## config.mk

```make
export PLATFORM = sky130hd
export DESIGN_NAME = layer_cfg_seq
export DESIGN_NICKNAME = d
export VERILOG_FILES = /design/src/rtl/layer_cfg_seq.sv
export SDC_FILE = /design/constraint.sdc
export NUM_CORES = 1
export LEC_CHECK = 0
export ABC_AREA = 0
export CORE_MARGIN = 3
export CORE_UTILIZATION = 50
export CTS_BUF_LIST = sky130_fd_sc_hd__clkbuf_16
export CTS_CLUSTER_DIAMETER = 150
export DETAILED_ROUTE_END_ITERATION = 8
export HOLD_SLACK_MARGIN = 0.05
export PLACE_DENSITY = 0.69
export SETUP_SLACK_MARGIN = 0.1
export SYNTH_ARGS = -nofsm -noshare
export SYNTH_HDL_FRONTEND = slang
export SYNTH_SLANG_ARGS = --single-unit
export TNS_END_PERCENT = 5
```

## constraint.sdc

```tcl
create_clock -name clk -period 2.8 [get_ports clk]
set_input_delay 0.7 -clock clk [delete_from_list [all_inputs] [get_ports clk]]
set_output_delay 0.7 -clock clk [all_outputs]
set_load 0.03 [all_outputs]
```

## src/rtl/layer_cfg_seq.sv

```systemverilog
// -----------------------------------------------------------------------------
// layer_cfg_seq
//   Walks a small table of per-layer configuration entries and hands each
//   valid entry to a downstream guard-gen controller with a valid/ready
//   handshake, then waits for that controller to report completion.
//
//   Optional feature macro: LAYER_SEQ_LOOP_EN
//     When it is defined, an extra input loop_i lets the sequence wrap back to
//     layer 0 instead of finishing. When it is not defined, the port is absent
//     and a run always ends after the requested number of layers.
//
// Ports
//   clk, rst         clock, synchronous active-high reset
//   cfg_we/addr/wdata table write port (honoured only while idle)
//                     wdata = {w[37:30], h[29:22], c[21:14], co[13:6],
//                              shift_bias[5:2], kernel_mode[1], is_diff[0]}
//   layer_cnt_i      number of layers to run, captured with start
//   start            single-cycle run request
//   loop_i           (LAYER_SEQ_LOOP_EN only) wrap to layer 0 at end of pass
//   busy, done       run in progress / one-cycle end-of-run pulse
//   skip_err         one-cycle pulse when a layer with a zero dimension is skipped
//   cur_layer        index of the layer in flight
//   ctrl_valid/ready handshake to the downstream controller
//   ctrl_finish      downstream controller finished the current layer
//   *_o              registered fields of the current layer, is_first_o marks
//                    the first layer of a run
// -----------------------------------------------------------------------------
module layer_cfg_seq #(
  parameter int LAYER_NUM = 8,
  parameter int AW        = $clog2(LAYER_NUM)
) (
  input  logic          clk,
  input  logic          rst,
  input  logic          cfg_we,
  input  logic [AW-1:0] cfg_addr,
  input  logic [37:0]   cfg_wdata,
  input  logic [AW:0]   layer_cnt_i,
  input  logic          start,
`ifdef LAYER_SEQ_LOOP_EN
  input  logic          loop_i,
`endif
  output logic          busy,
  output logic          done,
  output logic          skip_err,
  output logic [AW-1:0] cur_layer,
  output logic          ctrl_valid,
  input  logic          ctrl_ready,
  input  logic          ctrl_finish,
  output logic [7:0]    w_num_o,
  output logic [7:0]    h_num_o,
  output logic [7:0]    c_num_o,
  output logic [7:0]    co_num_o,
  output logic [3:0]    shift_bias_o,
  output logic          kernel_mode_o,
  output logic          is_diff_o,
  output logic          is_first_o
);

  typedef enum logic [2:0] {
    S_IDLE,
    S_FETCH,
    S_ISSUE,
    S_RUN,
    S_DONE
  } state_t;

  state_t      state;
  logic [37:0] tbl [LAYER_NUM];
  logic [AW:0] cnt;

  logic [37:0] ent;
  logic        ent_zero;
  logic [AW:0] nxt_idx;
  logic        more;
  logic        adv;
  logic        loop_req;
  logic        cnt_bad;

  assign ent      = tbl[cur_layer];
  assign ent_zero = (ent[37:30] == 8'd0) || (ent[29:22] == 8'd0) ||
                    (ent[21:14] == 8'd0) || (ent[13:6]  == 8'd0);
  assign nxt_idx  = {1'b0, cur_layer} + {{AW{1'b0}}, 1'b1};
  assign more     = (nxt_idx < cnt);
  assign cnt_bad  = (layer_cnt_i == '0) || (layer_cnt_i > (AW+1)'(LAYER_NUM));

  // A layer ends either by being skipped at fetch or by the downstream finish.
  assign adv = ((state == S_FETCH) && ent_zero) ||
               ((state == S_RUN) && ctrl_finish);

`ifdef LAYER_SEQ_LOOP_EN
  assign loop_req = loop_i;
`else
  assign loop_req = 1'b0;
`endif

  always_ff @(posedge clk) begin
    if (rst) begin
      state         <= S_IDLE;
      cnt           <= '0;
      busy          <= 1'b0;
      done          <= 1'b0;
      skip_err      <= 1'b0;
      cur_layer     <= '0;
      ctrl_valid    <= 1'b0;
      w_num_o       <= '0;
      h_num_o       <= '0;
      c_num_o       <= '0;
      co_num_o      <= '0;
      shift_bias_o  <= '0;
      kernel_mode_o <= 1'b0;
      is_diff_o     <= 1'b0;
      is_first_o    <= 1'b0;
      for (int i = 0; i < LAYER_NUM; i++) tbl[i] <= '0;
    end else begin
      done     <= 1'b0;
      skip_err <= 1'b0;

      // Table writes only while idle; a write coinciding with start lands
      // before the first fetch, so the run sees the new entry.
      if ((state == S_IDLE) && cfg_we) tbl[cfg_addr] <= cfg_wdata;

      case (state)
        S_IDLE: begin
          if (start) begin
            busy       <= 1'b1;
            cur_layer  <= '0;
            is_first_o <= 1'b1;
            cnt        <= layer_cnt_i;
            if (cnt_bad) begin
              state <= S_DONE;
              done  <= 1'b1;
            end else begin
              state <= S_FETCH;
            end
          end
        end
        S_FETCH: begin
          w_num_o       <= ent[37:30];
          h_num_o       <= ent[29:22];
          c_num_o       <= ent[21:14];
          co_num_o      <= ent[13:6];
          shift_bias_o  <= ent[5:2];
          kernel_mode_o <= ent[1];
          is_diff_o     <= ent[0];
          if (ent_zero) begin
            skip_err <= 1'b1;
          end else begin
            state      <= S_ISSUE;
            ctrl_valid <= 1'b1;
          end
        end
        S_ISSUE: begin
          if (ctrl_ready) begin
            state      <= S_RUN;
            ctrl_valid <= 1'b0;
          end
        end
        S_RUN: begin
          // completion handled by the shared advance logic below
        end
        S_DONE: begin
          state <= S_IDLE;
          busy  <= 1'b0;
        end
        default: begin
          state <= S_IDLE;
          busy  <= 1'b0;
        end
      endcase

      if (adv) begin
        if (more) begin
          state      <= S_FETCH;
          cur_layer  <= nxt_idx[AW-1:0];
          is_first_o <= 1'b0;
        end else if (loop_req) begin
          state      <= S_FETCH;
          cur_layer  <= '0;
          is_first_o <= 1'b0;
        end else begin
          state <= S_DONE;
          done  <= 1'b1;
        end
      end
    end
  end

endmodule

```

-- Word-level counts from Yosys, hierarchy flattened
Memories as Yosys holds them, arrays and structs flattened. A register that Yosys moved wholly into a read port is not among the register bits.
Cells that the tools add are included.
- memories: 1
- input bits: 51
- register bits after elaboration: 53
- memory bits (writable): 304
- output and inout bits: 46
- word-level logic and storage cells: 88
- memories (memory ; depth ; bits a word ; read ports ; clocked after Yosys merged registers in ; write ports ; line ; RTL):
    tbl ; 8 ; 38 ; 1 ; 1 ; 8 ; 68 ; logic [37:0] tbl [LAYER_NUM];
- magnitude comparators: 2
- bitwise gates (word level): 2
- muxes and demuxes: 35
- equality and inequality tests: 10
- reduce and logical (&&, ||, !) cells: 22
- add/subtract/negate cells: 1
- operators with widths (kind ; count):
    38-bit two-way mux ; 1
    38-bit OR reduction ; 1
    3-bit two-way mux ; 12
    8-bit zero test ; 4
    1-bit two-way mux ; 19
    3-bit case mux with 4 select lines ; 1
    3-bit != test, second input constant ; 3
    2-bit != test, second input constant ; 4
    3-bit by 2-bit == test with 1-bit output, second input constant ; 2
    1-bit logical OR ; 5
    3-bit by 1-bit adder with 4-bit output, second input constant ; 1
    4-bit greater-than comparator, second input constant ; 1
    4-bit zero test ; 1
    4-bit less-than comparator ; 1
    1-bit case mux with 2 select lines ; 2
    2-bit AND reduction ; 2
    4-bit AND reduction ; 1
    3-bit by 1-bit == test with 1-bit output, second input constant ; 1
    1-bit logical AND ; 3
    3-bit zero test ; 1
    3-bit AND reduction ; 1
    3-bit OR reduction ; 1
    1-bit NOT ; 2
    2-bit nonzero test ; 1
    2-bit OR reduction ; 1

-- Logic depth before layout (Yosys ltp)
Gate-level depths: netlist of run 1.
- word-level depth: 8
- depth in mapped cells: 11
- depth with buffers taken out: 9

-- Worst setup path before layout of run 1
Ideal clock, no wire load.
- path type: reg-to-reg
- from: reg cur_layer[1]
- to: reg cur_layer[1]
- setup slack: 0.175 ns
- period minus slack after synthesis: 2.625 ns
- setup time: 0.072 ns
- data required time: 2.728 ns
- cell stages (with the launch flop): 11
- arrival: 2.553 ns
- cells stage by stage: dfxtp_1 > buf_2 > buf_2 > buf_2 > buf_1 > and3_1 > ha_1 > a21oi_1 > nand2b_1 > nor2_2 > mux2i_1
- word-level cells in the longest chain between the ends: 4
- elaborated cells on any way between the ends: 6
- ends and longest elaborated chain (element ; line ; RTL):
    from (decl) ; 45 ; output logic [AW-1:0] cur_layer,
    from (signal assigned) ; 174 ; cur_layer <= nxt_idx[AW-1:0];
    3-bit by 1-bit adder with 4-bit output or 3-bit two-way mux (tied branches) ; 82, 124 ;
    4-bit less-than comparator or 3-bit two-way mux (tied branches) ; 83, 122 ;
    3-bit two-way mux ; 172 ; if (more) begin
    3-bit two-way mux (*) ; 171 ; if (adv) begin
Mark *: on every way between the ends. The rest lies on a longest branch, timed or not.
A chain may end at the register's enable or synchronous reset.

-- Worst setup path in the final report of run 1
- from: reg cur_layer[0]
- to: reg state[0]
- word-level cells in the longest chain between the ends: 4
- ends and longest elaborated chain (element ; line ; RTL):
    3-bit by 1-bit adder with 4-bit output ; 82 ; assign nxt_idx = {1'b0, cur_layer} + {{AW{1'b0}}, 1'b1};
    4-bit less-than comparator ; 83 ; assign more = (nxt_idx < cnt);
    3-bit two-way mux ; 172 ;
    3-bit two-way mux ; 171 ;
    to (signal assigned) ; 173 ; state <= S_FETCH;
    to (signal assigned) ; 177 ; state <= S_FETCH;
    to (signal assigned) ; 181 ; state <= S_DONE;
    to (decl) ; 67 ; state_t state;
No other way between the ends.

==> implementation parameters, run 1 <==
Parameter                              Value

Outcome
  Run status    completed

Clock network
  Worst skew pair latency    0.52 ns
  Number of clock sinks seen by CTS    357
  Root buf cell    clkbuf_16
  Clock Path Buffers    3
  H-tree depth    2
  CTS buffer count    38
  Clock tree from TritonCTS    done
  Number of buffers added to fix hold violations after cts    0
  Clock slew at reported path FFs    0.06 ns

Route
  Overall via count from detail_route    9329
  DRC Markers    0
  Pre-Repair DR Iteration Count    5
  Vias/cell    5.65
  ANT nets after route    0
  Total detailed-routing wirelength    38.5 mm
  Average detailed-routed wire length per instance    23.3 um
  Iter 0 DRT Violations    748

STA
  Min cycle time layout    2.78 ns
  Final max-slew violation count    0
  Sum of negative setup slack    0 ns
  Fmax    359 MHz
  Share of the clock period used by the worst path after layout    0.994
  Unrepaired setup endpoints after global routing    true
  Final Hold Vio Count    0
  Worst-margin pin slew    0.686 ns
  Number of failing setup endpoints in the final timing report    0
  Worst Skew    0.00910 ns
  Slew margin rel.    0.542
  Final setup margin    0.0173 ns

Synth
  Number of distinct library cells after synthesis    46
  Share of the synthesized area in the top cell type    0.582
  Most used flip-flop cell after synthesis    edfxtp_1
  Number of enable-type register cells in the synthesized netlist    304
  Average cell area after synthesis    14.5 um^2
  Synth warn    0
  Synthesized instance count    1085
  Cell area after synthesis    15700 um^2
  Cell types occupying the most area after synthesis    edfxtp_1 58%, and2_1 12%, mux4_2 7.7%
  Net count after synthesis    1140
  Flip-flop and latch count after synthesis    357
  Largest area contributor in the netlist    edfxtp_1
  Portion of the post-synthesis area used by sequential elements    0.649
  Top cell types by occurrence after synthesis    304 x and2_1, 304 x edfxtp_1, 54 x mux4_2
  Post-synthesis async set-or-reset flop share    0

Critical path
  Peak fanout along the critical path    11
  R2R depth    9
  Critical path type    flip-flop to flip-flop
  Arrival time of data at the critical path endpoint    3.19 ns
  Critical path data required time    3.21 ns
  CP Capture Type    flip-flop
  Critical Path Start Type    flip-flop

Die
  Ports    97
  Height of the die    183 um
  Core Region    30700 um^2
  X dimension of the die    183 um
  Die Footprint    33500 um^2
  Num rows    64
  Initial core utilization    0.510

Pwr
  Sw Pwr    0.00280 W
  Power Density    641 nW/um^2
  Leakage power summed over all cells    6.90 nW
  Relative contribution of the clock network to total power    0.398
  Portion of total power attributed to sequential cells    0.503
  Sw Share    0.228
  Power after layout    0.0123 W
  Pint    0.00946 W
  Largest vdd supply drop    0.000347 V
  Part of the power in combinational logic    0.100

GRT
  Initial antenna violation count    0
  Number of global-route vias before repair    9720
  Global-route wire length before repair    58.6 mm
  Maximum number of pins on one net before global-route repair    39
  Total congestion overflow after global routing    0
  Total GRT Usage    0.232

Placed design
  Count of input and output buffers    96
  Hpwl dp    23.3 mm
  Setup slack after placement    0.000137 ns
  Placer Congestion    0.793

Final layout
  Area delta synth->final    21.8%
  Number of antenna cells inserted    0
  Share of layout cells above drive strength 1    0.204
  Final Net Count    1280
  Post-layout utilization of the core    0.622

Worst hold path
  Hold crit path type    flip-flop to flip-flop
  Worst Hold Depth    2

Run
  Max-Cap Viols    0
==> per-stage QoR <==
step | area (um^2) | hold WS [ns] | instances
final | 19100 | 0.452 | 1651
after global placement | 17700 | 0.446 | 1574
after global routing | 19100 | 0.476 | 1651
after floorplan | 15700 | 0.436 | 1085
after CTS | 19000 | 0.446 | 1645
after detailed placement | 17700 | 0.446 | 1574
==> final cells by class <==
class | instances | area, um^2
Multi-Input combinational cell | 651 | 5270
Clock inverter | 29 | 195
Clock buffer | 41 | 1030
Tap cell | 396 | 495
Fill cell | 2346 | 11600
Inverter | 3 | 11.3
Timing Repair Buffer | 174 | 1920
Sequential cell | 357 | 10200
==> power groups by stage <==
| stage | logic [W] | clock network, W | registers, W |
|---|---|---|---|
| 6_report | 0.00122 | 0.00488 | 0.00616 |
| 3_3_place_gp | 0.00119 | 0 | 0.00626 |
| 2_1_floorplan | 0.000505 | 0 | 0.00638 |
| 3_5_place_dp | 0.00120 | 0 | 0.00627 |
| 4_1_cts | 0.00122 | 0.00494 | 0.00616 |
| 5_1_grt | 0.00131 | 0.00519 | 0.00618 |
==> metal layers <==
layer  share of wire  GRT usage
met5               0          0
met4           0.023     0.0661
met3           0.065     0.0355
met2            0.49      0.391
met1            0.42      0.319
==> cell families after synthesis <==
group                      count (synthesis)  synth area share
xor gates and xnor gates                   2           0.00112
DFF                                      357             0.649
and+or+nand+nor                          439             0.163
AOI/OAI and AO/OA                         84            0.0368
buffers and inverters                     77            0.0232
muxes                                    122             0.123
adders and majority gates                  4           0.00319
==> worst max-delay path: stages, from the launching register on <==
cell and delay [ns]:
dfxtp_4 0.50, bufbuf_16 0.35, mux2_1 0.14, o22ai_1 0.08, a221oi_1 0.33, nor4_2 0.10
buf_4 0.17, a2111oi_4 0.62, nor2_2 0.14, o21ba_2 0.24
==> state kept, by name, summed over array words and instances (netlist names), 3 cells and up <==
signal	flops
shift_bias_o	4
w_num_o	8
h_num_o	8
cur_layer	3
tbl	304
c_num_o	8
cnt	4
state	3
co_num_o	8
==> placed cells by master, fill, tap and decap left out, types with 16 or more instances in the layout <==
master / netlist / final
nand2_1: 31 / 31
and2_1: 304 / 304
edfxtp_1: 304 / 304
o22ai_1: 22 / 17
mux2i_1: 36 / 35
dfxtp_1: 53 / 50
buf_12: 0 / 22
clkdlybuf4s50_1: 0 / 93
mux2_2: 30 / 30
a21oi_1: 23 / 23
clkbuf_16: 0 / 44
inv_1: 3 / 16
a211oi_1: 23 / 23
nor2_1: 49 / 38
mux4_2: 54 / 54
buf_4: 3 / 50
==> path summary, 6_finish.rpt <==
kind | start | end | slack (ns)
max | cur_layer[0] | state[0] | 0.02
min | c_num_o[7] | c_num_o[7] | 0.45
min reg2reg | c_num_o[7] | c_num_o[7] | 0.45
max reg2reg | cur_layer[0] | state[0] | 0.02
==> repair_timing <==
action                                  in CTS  in global routing
gates resized for setup                     19                  7
pin swaps                                    5                  2
gates cloned                                 1                  3
endpoints found under the setup margin       9                 11
setup buffers                                0                  3
No activity file was read; power rests on OpenSTA's default activity.
==> run 2, diff against run 1 <==
==> constraint.sdc (replaced) <==
create_clock -name clk -period 3.3 [get_ports clk]
set_input_delay 0.825 -clock clk [delete_from_list [all_inputs] [get_ports clk]]
set_output_delay 0.825 -clock clk [all_outputs]
set_load 0.03 [all_outputs]
==> run 2 against run 1 <==
Non-clock buffer count decreased by 31. Clock power decreased by 16%. Sequential share of layout area increased by 1.7 points. Critical path depth decreased by 6. Total power decreased by 16%. Clock skew increased by 0.0035 ns. Cell count decreased by 1.9%. Critical path type is now flip-flop to primary output. Via count decreased by 0.86%. Sequential power decreased by 15%. Die area unchanged. Critical endpoint is now cur_layer[2].
==> implementation parameters, run 2 (same netlist as run 1, synthesis figures left out) <==
Parameter                              Value

Die
  Die Footprint    33500 um^2 (unchanged)
  Num rows    64 (unchanged)
  X dimension of the die    183 um (unchanged)
  Core Region    30700 um^2 (unchanged)
  Height of the die    183 um (unchanged)
  Ports    97 (unchanged)
  Initial core utilization    0.510 (unchanged)

Critical path
  Critical Path Start Type    flip-flop
  Arrival time of data at the critical path endpoint    2.24 ns (-0.95 ns)
  Reg2reg end    cur_layer[2]
  Critical path data required time    2.47 ns (-0.74 ns)
  Critical path type    flip-flop to primary output
  Internal reg-to-reg setup slack    0.32 ns (+0.30 ns)
  Reg2Reg Launch Point    cur_layer[0]
  CP Capture Type    primary output
  Peak fanout along the critical path    14 (+3)
  R2R depth    9 (unchanged)

Final layout
  Flip-flop count of the largest register after layout    304 (unchanged)
  Final Net Count    1249 (-2.4%)
  Area delta synth->final    18.0%
  Register with the highest flop count    tbl
  Number of antenna cells inserted    0 (unchanged)
  Share of layout cells above drive strength 1    0.169 (-0.0349)
  Commonest non-fill, non-tap cells in the layout    304 x and2_1, 304 x edfxtp_1, 95 x clkdlybuf4s50_1
  Layout fillers    2387 (+1.7%)

STA
  Share of the clock period used by the worst path after layout    0.930
  Min cycle time layout    3.07 ns
  Fmax    326 MHz
  Final Hold Vio Count    0 (unchanged)
  Smallest hold slack    0.453 ns (+0.000454 ns)
  Sum of negative setup slack    0 ns (unchanged)
  Unrepaired setup endpoints after global routing    false
  Final max-slew violation count    0 (unchanged)
  Number of failing setup endpoints in the final timing report    0 (unchanged)
  Final setup margin    0.231 ns (+0.214 ns)
  Worst Skew    0.0126 ns (+0.00352 ns)
  Worst-margin pin slew    0.719 ns (+0.0326 ns)
  Slew margin rel.    0.520 (-0.0219)

Pwr
  Largest vdd supply drop    0.000325 V (-6.2%)
  Power Density    556 nW/um^2 (-13%)
  Leakage power summed over all cells    6.56 nW (-4.9%)

GRT
  Global-route wire length before repair    58.4 mm (-0.27%)
  Initial antenna violation count    0 (unchanged)
  Total GRT Usage    0.231 (-0.00169)
  Maximum number of pins on one net before global-route repair    40 (+2.6%)
  Total congestion overflow after global routing    0 (unchanged)
  Number of global-route vias before repair    9446 (-2.8%)

Route
  ANT nets after route    0 (unchanged)
  Total detailed-routing wirelength    38.0 mm (-1.2%)
  Overall via count from detail_route    9249 (-0.86%)
  DRC Markers    0 (unchanged)
  Average detailed-routed wire length per instance    23.5 um (+0.66%)
  Pre-Repair DR Iteration Count    4 (-1)
  Iter 0 DRT Violations    665 (-11%)
  Vias/cell    5.71 (+1.0%)

Worst hold path
  Hold crit path type    flip-flop to flip-flop
  Worst Hold Depth    2 (unchanged)
  Hold EP    h_num_o[4]
  Launch instance of the worst min-delay path    h_num_o[4]

Run
  Max-Cap Viols    0 (unchanged)

Clock network
  Number of clock sinks seen by CTS    357 (unchanged)
  Count of buffers added by post-CTS timing repair for setup    0 (unchanged)
  CTS buffer count    38 (unchanged)
  CTS-repair resized insts    1 (-18)
  Root buf cell    clkbuf_16
  Number of buffers added to fix hold violations after cts    0 (unchanged)
  Worst skew pair latency    0.52 ns (about the same)
  H-tree depth    2 (unchanged)
  Clock tree from TritonCTS    done
  Clock Path Buffers    3 (unchanged)
  Clock slew at reported path FFs    0.06 ns (about the same)

Placed design
  Count of input and output buffers    96 (unchanged)
  Placer Congestion    0.781 (-1.5%)
  Setup slack after placement    0.412 ns (+0.412 ns)
  Hpwl dp    22.7 mm (-2.9%)

Outcome
  Run status    completed
[run 2: area by class of cell]
| type | count | area (um^2) | share of cell area |
|---|---|---|---|
| inverters | 3 | 11.3 | 0.000608 |
| multi-input cells | 651 | 5170 | 0.279 |
| clock buffers | 41 | 1030 | 0.0554 |
| well taps | 396 | 495 | 0.0268 |
| flip-flops and latches | 357 | 10200 | 0.551 |
| clock inverters | 29 | 179 | 0.00966 |
| repair buffers | 143 | 1430 | 0.0774 |
[run 2: critical path: stages (launching register included)]
cell and delay (ns):
dfxtp_4 0.51, buf_4 0.25, buf_4 0.25, clkdlybuf4s50_1 0.70
[run 2: where the power goes]
part           internal, W  switching [W]  leakage, nW
Clock              0.00239        0.00170        0.609
Combinational     0.000385       0.000581         2.37
Sequential         0.00513       0.000110         3.58
[run 2: worst max path at each step]
| stage | start | to | slack (ns) | depth (start not counted) |
|---|---|---|---|---|
| 2_1_floorplan | cur_layer[1] | cur_layer[1] | 0.68 | 10 |
| 3_3_place_gp | cur_layer[0] | done | 0.42 | 9 |
| 3_5_place_dp | cur_layer[0] | cur_layer[1] | 0.41 | 9 |
| 6_report | cur_layer[2] | cur_layer[2] | 0.23 | 3 |
| 4_1_cts | cur_layer[2] | cur_layer[2] | 0.22 | 3 |
| 5_1_grt | cur_layer[0] | cur_layer[2] | 0.18 | 9 |
[run 2: stage by stage]
step	cell area, um^2	power [W]	cells	utilization
after floorplan	15700	0.00584	1085	-
after global placement	17300	0.00629	1550	0.563
after detailed placement	17300	0.00631	1550	0.563
after CTS	18500	0.0103	1620	0.602
after global routing	18500	0.0106	1620	0.602
final	18500	0.0103	1620	0.602
[run 2: layer usage]
metal / vias to the layer above / GRT usage / wire [um]
met2: 317 / 0.386 / 18600
met1: 4665 / 0.323 / 16300
met5: - / 0 / 0
li1: 4205 / - / -
met3: 62 / 0.0315 / 2270
met4: 0 / 0.0603 / 848
==> RTL edit 1 (config.mk and constraints of run 1) <==
Build with the macro `LAYER_SEQ_LOOP_EN` defined.
--- a/src/rtl/layer_cfg_seq.sv
+++ b/src/rtl/layer_cfg_seq.sv
@@ -25,6 +25,8 @@
 //   *_o              registered fields of the current layer, is_first_o marks
 //                    the first layer of a run
 // -----------------------------------------------------------------------------
+`define LAYER_SEQ_LOOP_EN
+
 module layer_cfg_seq #(
   parameter int LAYER_NUM = 8,
   parameter int AW        = $clog2(LAYER_NUM)
Interface: changed (added loop_i); port bits go from 97 to 98. No check against the original RTL was run, so the function may have changed too.
==> RTL edit 1 against run 1 <==
  * Synthesized cell count grew 10%
  * Total power shrank 3.2%
  * Largest power group unchanged
  * Clock power shrank 4%
  * Area after synthesis grew 2.8%
  * Worst setup slack gained 0.018 ns
  * Wire length grew 6.4%
  * First-iteration DRC count grew 8.2%
  * Count of clock-buffer cells in the layout is the same
  * Sequential cell count is the same
  * Final area grew 2.9%
==> RTL edit 1: results (changes against run 1) <==
R2R Setup Slk -> 0.04 ns (+0.02 ns)
Area growth syn-to-layout -> 21.97%
Largest net degree at the start of global routing -> 60 (+54%)
Syn nets -> 1249 (+9.6%)
Vias in the first global route -> 10641 (+9.5%)
Sequential group power -> 6.14 mW (about the same)
Skew final -> 0.01518 ns (+0.006076 ns)
CP top delay family -> simple AND/OR/NAND/NOR gates
Worst Setup EP -> ctrl_valid$_SDFFE_PP0P_
Maximum VDD drop -> 0.0003780 V (+9.1%)
CP peak stage delay -> 0.56 ns (-0.06 ns)
Post-CTS Setup Inserts -> 3 (+3)
Placed inst area -> 18290 sq um (+3.6%)
Routed vias/inst -> 5.783 (+2.3%)
Share of post-route cells with drive strength above 1 -> 19.96% (-0.44 points)
Top cells by area, synth -> edfxtp_1 57%, and2_1 12%, mux4_2 7.5%, dfxtp_1 6.6%, nor2_1 2.0%
Placer Congestion -> 0.8169 (+3.0%)
Cts bufs inserted -> 39 (+2.6%)
Layout fillers -> 2366 (+0.85%)
Hpwl dp -> 25.38 mm (+8.7%)
Worst Path Max Fanout -> 23 (+12)
CP max stage cell -> or4_4
Seq/Total Area, Yosys -> 63.17% (-1.8 points)
Resize count post-CTS -> 14 (-5)
Initial DRC Count -> 809 (+8.2%)
Per-cell routed wire length -> 22.97 um (-1.6%)
CP arrival -> 3.21 ns (+0.02 ns)
Status -> completed
R2R depth -> 11 (+2)
Max-slew headroom -> 37.83% (-16 points)
Min-Delay Startpoint -> w_num_o[0]$_SDFFE_PP0N_
Sw Ratio -> 22.59% (-0.24 points)
Gr usage total -> 24.23% (+0.99 points)
Switching power -> 2.680 mW (-4.2%)
Worst Hold End -> w_num_o[0]$_SDFFE_PP0N_
First-pass GRT wire length -> 63.03 mm (+7.6%)
Leakage -> 7.185 nW (+4.2%)
Via count -> 10323 (+11%)
Placed Cells -> 1710 (+8.6%)
I/O Buffers -> 97 (+1.0%)
Synth cell types -> 47 (+2.2%)
Nets -> 1410 (+10%)
Post-synth top cells -> 308 x and2_1, 304 x edfxtp_1, 84 x nor2_1, 54 x mux4_2
Comb power -> 1.03 mW (-16%)
Register with the most flip-flops -> tbl
-- RTL edit 1: area by class of cell --
cell class	instances	area share [%]
flip-flops and latches	357	51.84
multi-input cells	747	28.86
repair buffers	202	10.66
clock buffers	41	5.214
well taps	402	2.556
clock inverters	29	0.7313
inverters	7	0.1399
-- RTL edit 1: layer usage --
layer | GRT usage (%) | wire length (um)
met5 | 0 | 0
met4 | 7.685 | 1211
met3 | 4.553 | 2834
met2 | 39.98 | 19840
met1 | 32.99 | 17110
-- RTL edit 1: logic make-up after synthesis --
logic type | after synthesis | share of synthesized area [%]
flops | 357 | 63.17
fa+ha+maj | 4 | 0.3103
mux | 105 | 11.25
compound gates | 109 | 4.522
xor+xnor | 1 | 0.05430
simple gates | 528 | 18.05
buf+inv | 89 | 2.653
-- RTL edit 1: metrics by stage --
stage	hold WS (ns)	setup slack [ns]
after floorplan	0.4550	0.1122
after global placement	0.4470	-0.1708
after detailed placement	0.4566	-0.2459
after CTS	0.4677	0.07638
after global routing	0.4930	-0.07547
final	0.4632	0.03582
==> RTL edit 2 (flow settings as in run 1) <==
Made on the original files. Register the output `skip_err` once more, without a reset; this adds one clock of latency there. The other outputs are not delayed to match. Comments in the files are not updated.
--- a/src/rtl/layer_cfg_seq.sv
+++ b/src/rtl/layer_cfg_seq.sv
@@ -64,6 +64,8 @@
     S_DONE
   } state_t;
 
+  logic skip_err_s0;
+
   state_t      state;
   logic [37:0] tbl [LAYER_NUM];
   logic [AW:0] cnt;
@@ -99,7 +101,7 @@
       cnt           <= '0;
       busy          <= 1'b0;
       done          <= 1'b0;
-      skip_err      <= 1'b0;
+      skip_err_s0   <= 1'b0;
       cur_layer     <= '0;
       ctrl_valid    <= 1'b0;
       w_num_o       <= '0;
@@ -113,7 +115,7 @@
       for (int i = 0; i < LAYER_NUM; i++) tbl[i] <= '0;
     end else begin
       done     <= 1'b0;
-      skip_err <= 1'b0;
+      skip_err_s0 <= 1'b0;
 
       // Table writes only while idle; a write coinciding with start lands
       // before the first fetch, so the run sees the new entry.
@@ -143,7 +145,7 @@
           kernel_mode_o <= ent[1];
           is_diff_o     <= ent[0];
           if (ent_zero) begin
-            skip_err <= 1'b1;
+            skip_err_s0 <= 1'b1;
           end else begin
             state      <= S_ISSUE;
             ctrl_valid <= 1'b1;
@@ -185,5 +187,9 @@
     end
   end
 
+  always_ff @(posedge clk) begin
+    skip_err <= skip_err_s0;
+  end
+
 endmodule
 
Formal check against the unedited RTL: not equivalent (a bounded check fails within 4 cycles, from zero or initial values and one cycle with rst high).
==> RTL edit 2 against run 1 <==
  * Count of clock-buffer cells in the layout unchanged
  * Clock power grew 6.4%
  * Global-route usage is essentially flat
  * Via count grew 1.8%
  * Sequential cell count up 1
  * Critical path depth down 7
  * Wire length is 0.47% higher
  * Sequential share of layout area down 0.31 points
  * Total power rose by 2.7%
  * Worst setup slack gained 0.040 ns
  * Area after synthesis rose by 0.13%
  * Final area is 0.79% higher
  * Critical path type is now register to output pin
==> RTL edit 2: results (changes against run 1) <==
Share of post-route cells with drive strength above 1 -> 21.46% (+1.1 points)
Post-synth top cells -> 304 x and2_1, 304 x edfxtp_1, 54 x dfxtp_1, 54 x mux4_2, 53 x clkbuf_1
Hpwl dp -> 23.22 mm (-0.52%)
Status -> completed
Worst R2R Start -> cur_layer[0]$_SDFF_PP0_
Placer Congestion -> 0.8222 (+3.6%)
Setup crit start -> cur_layer[2]$_SDFF_PP0_
Tightest Pin Transition -> 0.6833 ns (-0.002947 ns)
First-pass GRT wire length -> 58.69 mm (+0.21%)
Skew final -> 0.009847 ns (+0.0007452 ns)
R2R depth -> 10 (+1)
Top cells by area, synth -> edfxtp_1 58%, and2_1 12%, mux4_2 7.7%, dfxtp_1 6.9%, mux2i_1 2.3%
Resize count post-CTS -> 6 (-13)
Sequential group power -> 6.18 mW (about the same)
Sw Ratio -> 22.55% (-0.28 points)
I/O Buffers -> 96 (unchanged)
R2R Setup Slk -> 0.09 ns (+0.07 ns)
CP arrival -> 2.04 ns (-1.15 ns)
WHS -> 0.3728 ns (-0.07928 ns)
Seq/Total Area, Yosys -> 64.97% (about the same)
Hold Path Class -> register to register
Worst Hold End -> skip_err$_DFF_P_
Gr usage total -> 23.21% (-0.025 points)
Clock net power -> 5.19 mW (+6.4%)
XOR/XNOR Fraction of Synth Area -> 0.1115% (-0.00014 points)
CP peak stage delay -> 0.73 ns (+0.11 ns)
Min-Delay Startpoint -> skip_err_s0$_SDFF_PP0_
Sequential power share -> 49.1% (-1.2 points)
Total Routed Length -> 38.70 mm (+0.47%)
Maximum VDD drop -> 0.0003911 V (+13%)
Nets -> 1284 (+0.31%)
Vias in the first global route -> 9705 (-0.15%)
Leakage -> 6.900 nW (about the same)
Hold depth -> 0 (-2)
Initial DRC Count -> 944 (+26%)
Syn nets -> 1141 (+0.088%)
Largest net degree at the start of global routing -> 45 (+15%)
Post-synthesis mux area share -> 12.33% (-0.016 points)
Adder-Cell Fraction of Synth Area -> 0.3185% (-0.00041 points)
Critical R2R Capture -> done$_SDFF_PP0_
Post-CTS Setup Inserts -> 5 (+5)
Compound-Gate Fraction of Synth Area -> 3.671% (-0.0047 points)
Worst Path Max Fanout -> 18 (+7)
CTS root buf -> clkbuf_16
CP max stage cell -> clkdlybuf4s50_1
Via count -> 9499 (+1.8%)
## RTL edit 2: cell count changes after synthesis, sizes merged
cell	delta
dfxtp	+1
## RTL edit 2: critical path, delay by kind of cell (launching register included)
kind	cells	cell delay [ns]
buffers and inverters	2	1.07
flip-flops	1	0.46
## RTL edit 2: cell type report
type	count	area [sq um]
flip-flops and latches	358	10220
inverters	3	11.26
well taps	396	495.5
clock inverters	28	271.5
fillers	2263	11480
multi-input cells	651	5314
repair buffers	177	1934
clock buffers	41	1026
## RTL edit 2: worst max-delay path by stage
stage                         endpoint  slack (ns)
3_3_place_gp           done$_SDFF_PP0_       -0.01
5_1_grt          state[2]$_SDFFE_PP0P_       -0.01
2_1_floorplan  cur_layer[1]$_SDFF_PP0_        0.18
3_5_place_dp           done$_SDFF_PP0_       -0.04
6_report                  cur_layer[2]        0.06
4_1_cts          state[0]$_SDFFE_PP0P_        0.04
## RTL edit 2: cells by family (layout without fill, tap and decap cells)
family / Yosys count / in the layout
buffers and inverters: 77 / 249
XOR/XNOR: 2 / 2
AND/OR/NAND/NOR: 439 / 439
AO/OA/AOI/OAI: 84 / 84
multiplexers: 122 / 122
flip-flops: 358 / 358
adder cells (fa/ha/maj): 4 / 4
## RTL edit 2: metal layers
layer | GRT usage [%] | wire length [um]
met3 | 4.562 | 2981
met5 | 0 | 0
met2 | 37.04 | 18280
met1 | 32.66 | 16400
met4 | 7.313 | 1038
## RTL edit 2: per-stage QoR
stage / setup slack (ns) / instance area (sq um) / cells
CTS: 0.03950 / 18970 / 1640
detailed placement: -0.04453 / 17510 / 1564
global route: -0.009586 / 19270 / 1654
finish: 0.05712 / 19270 / 1654
global placement: -0.01327 / 17510 / 1564
floorplan: 0.1751 / 15710 / 1086
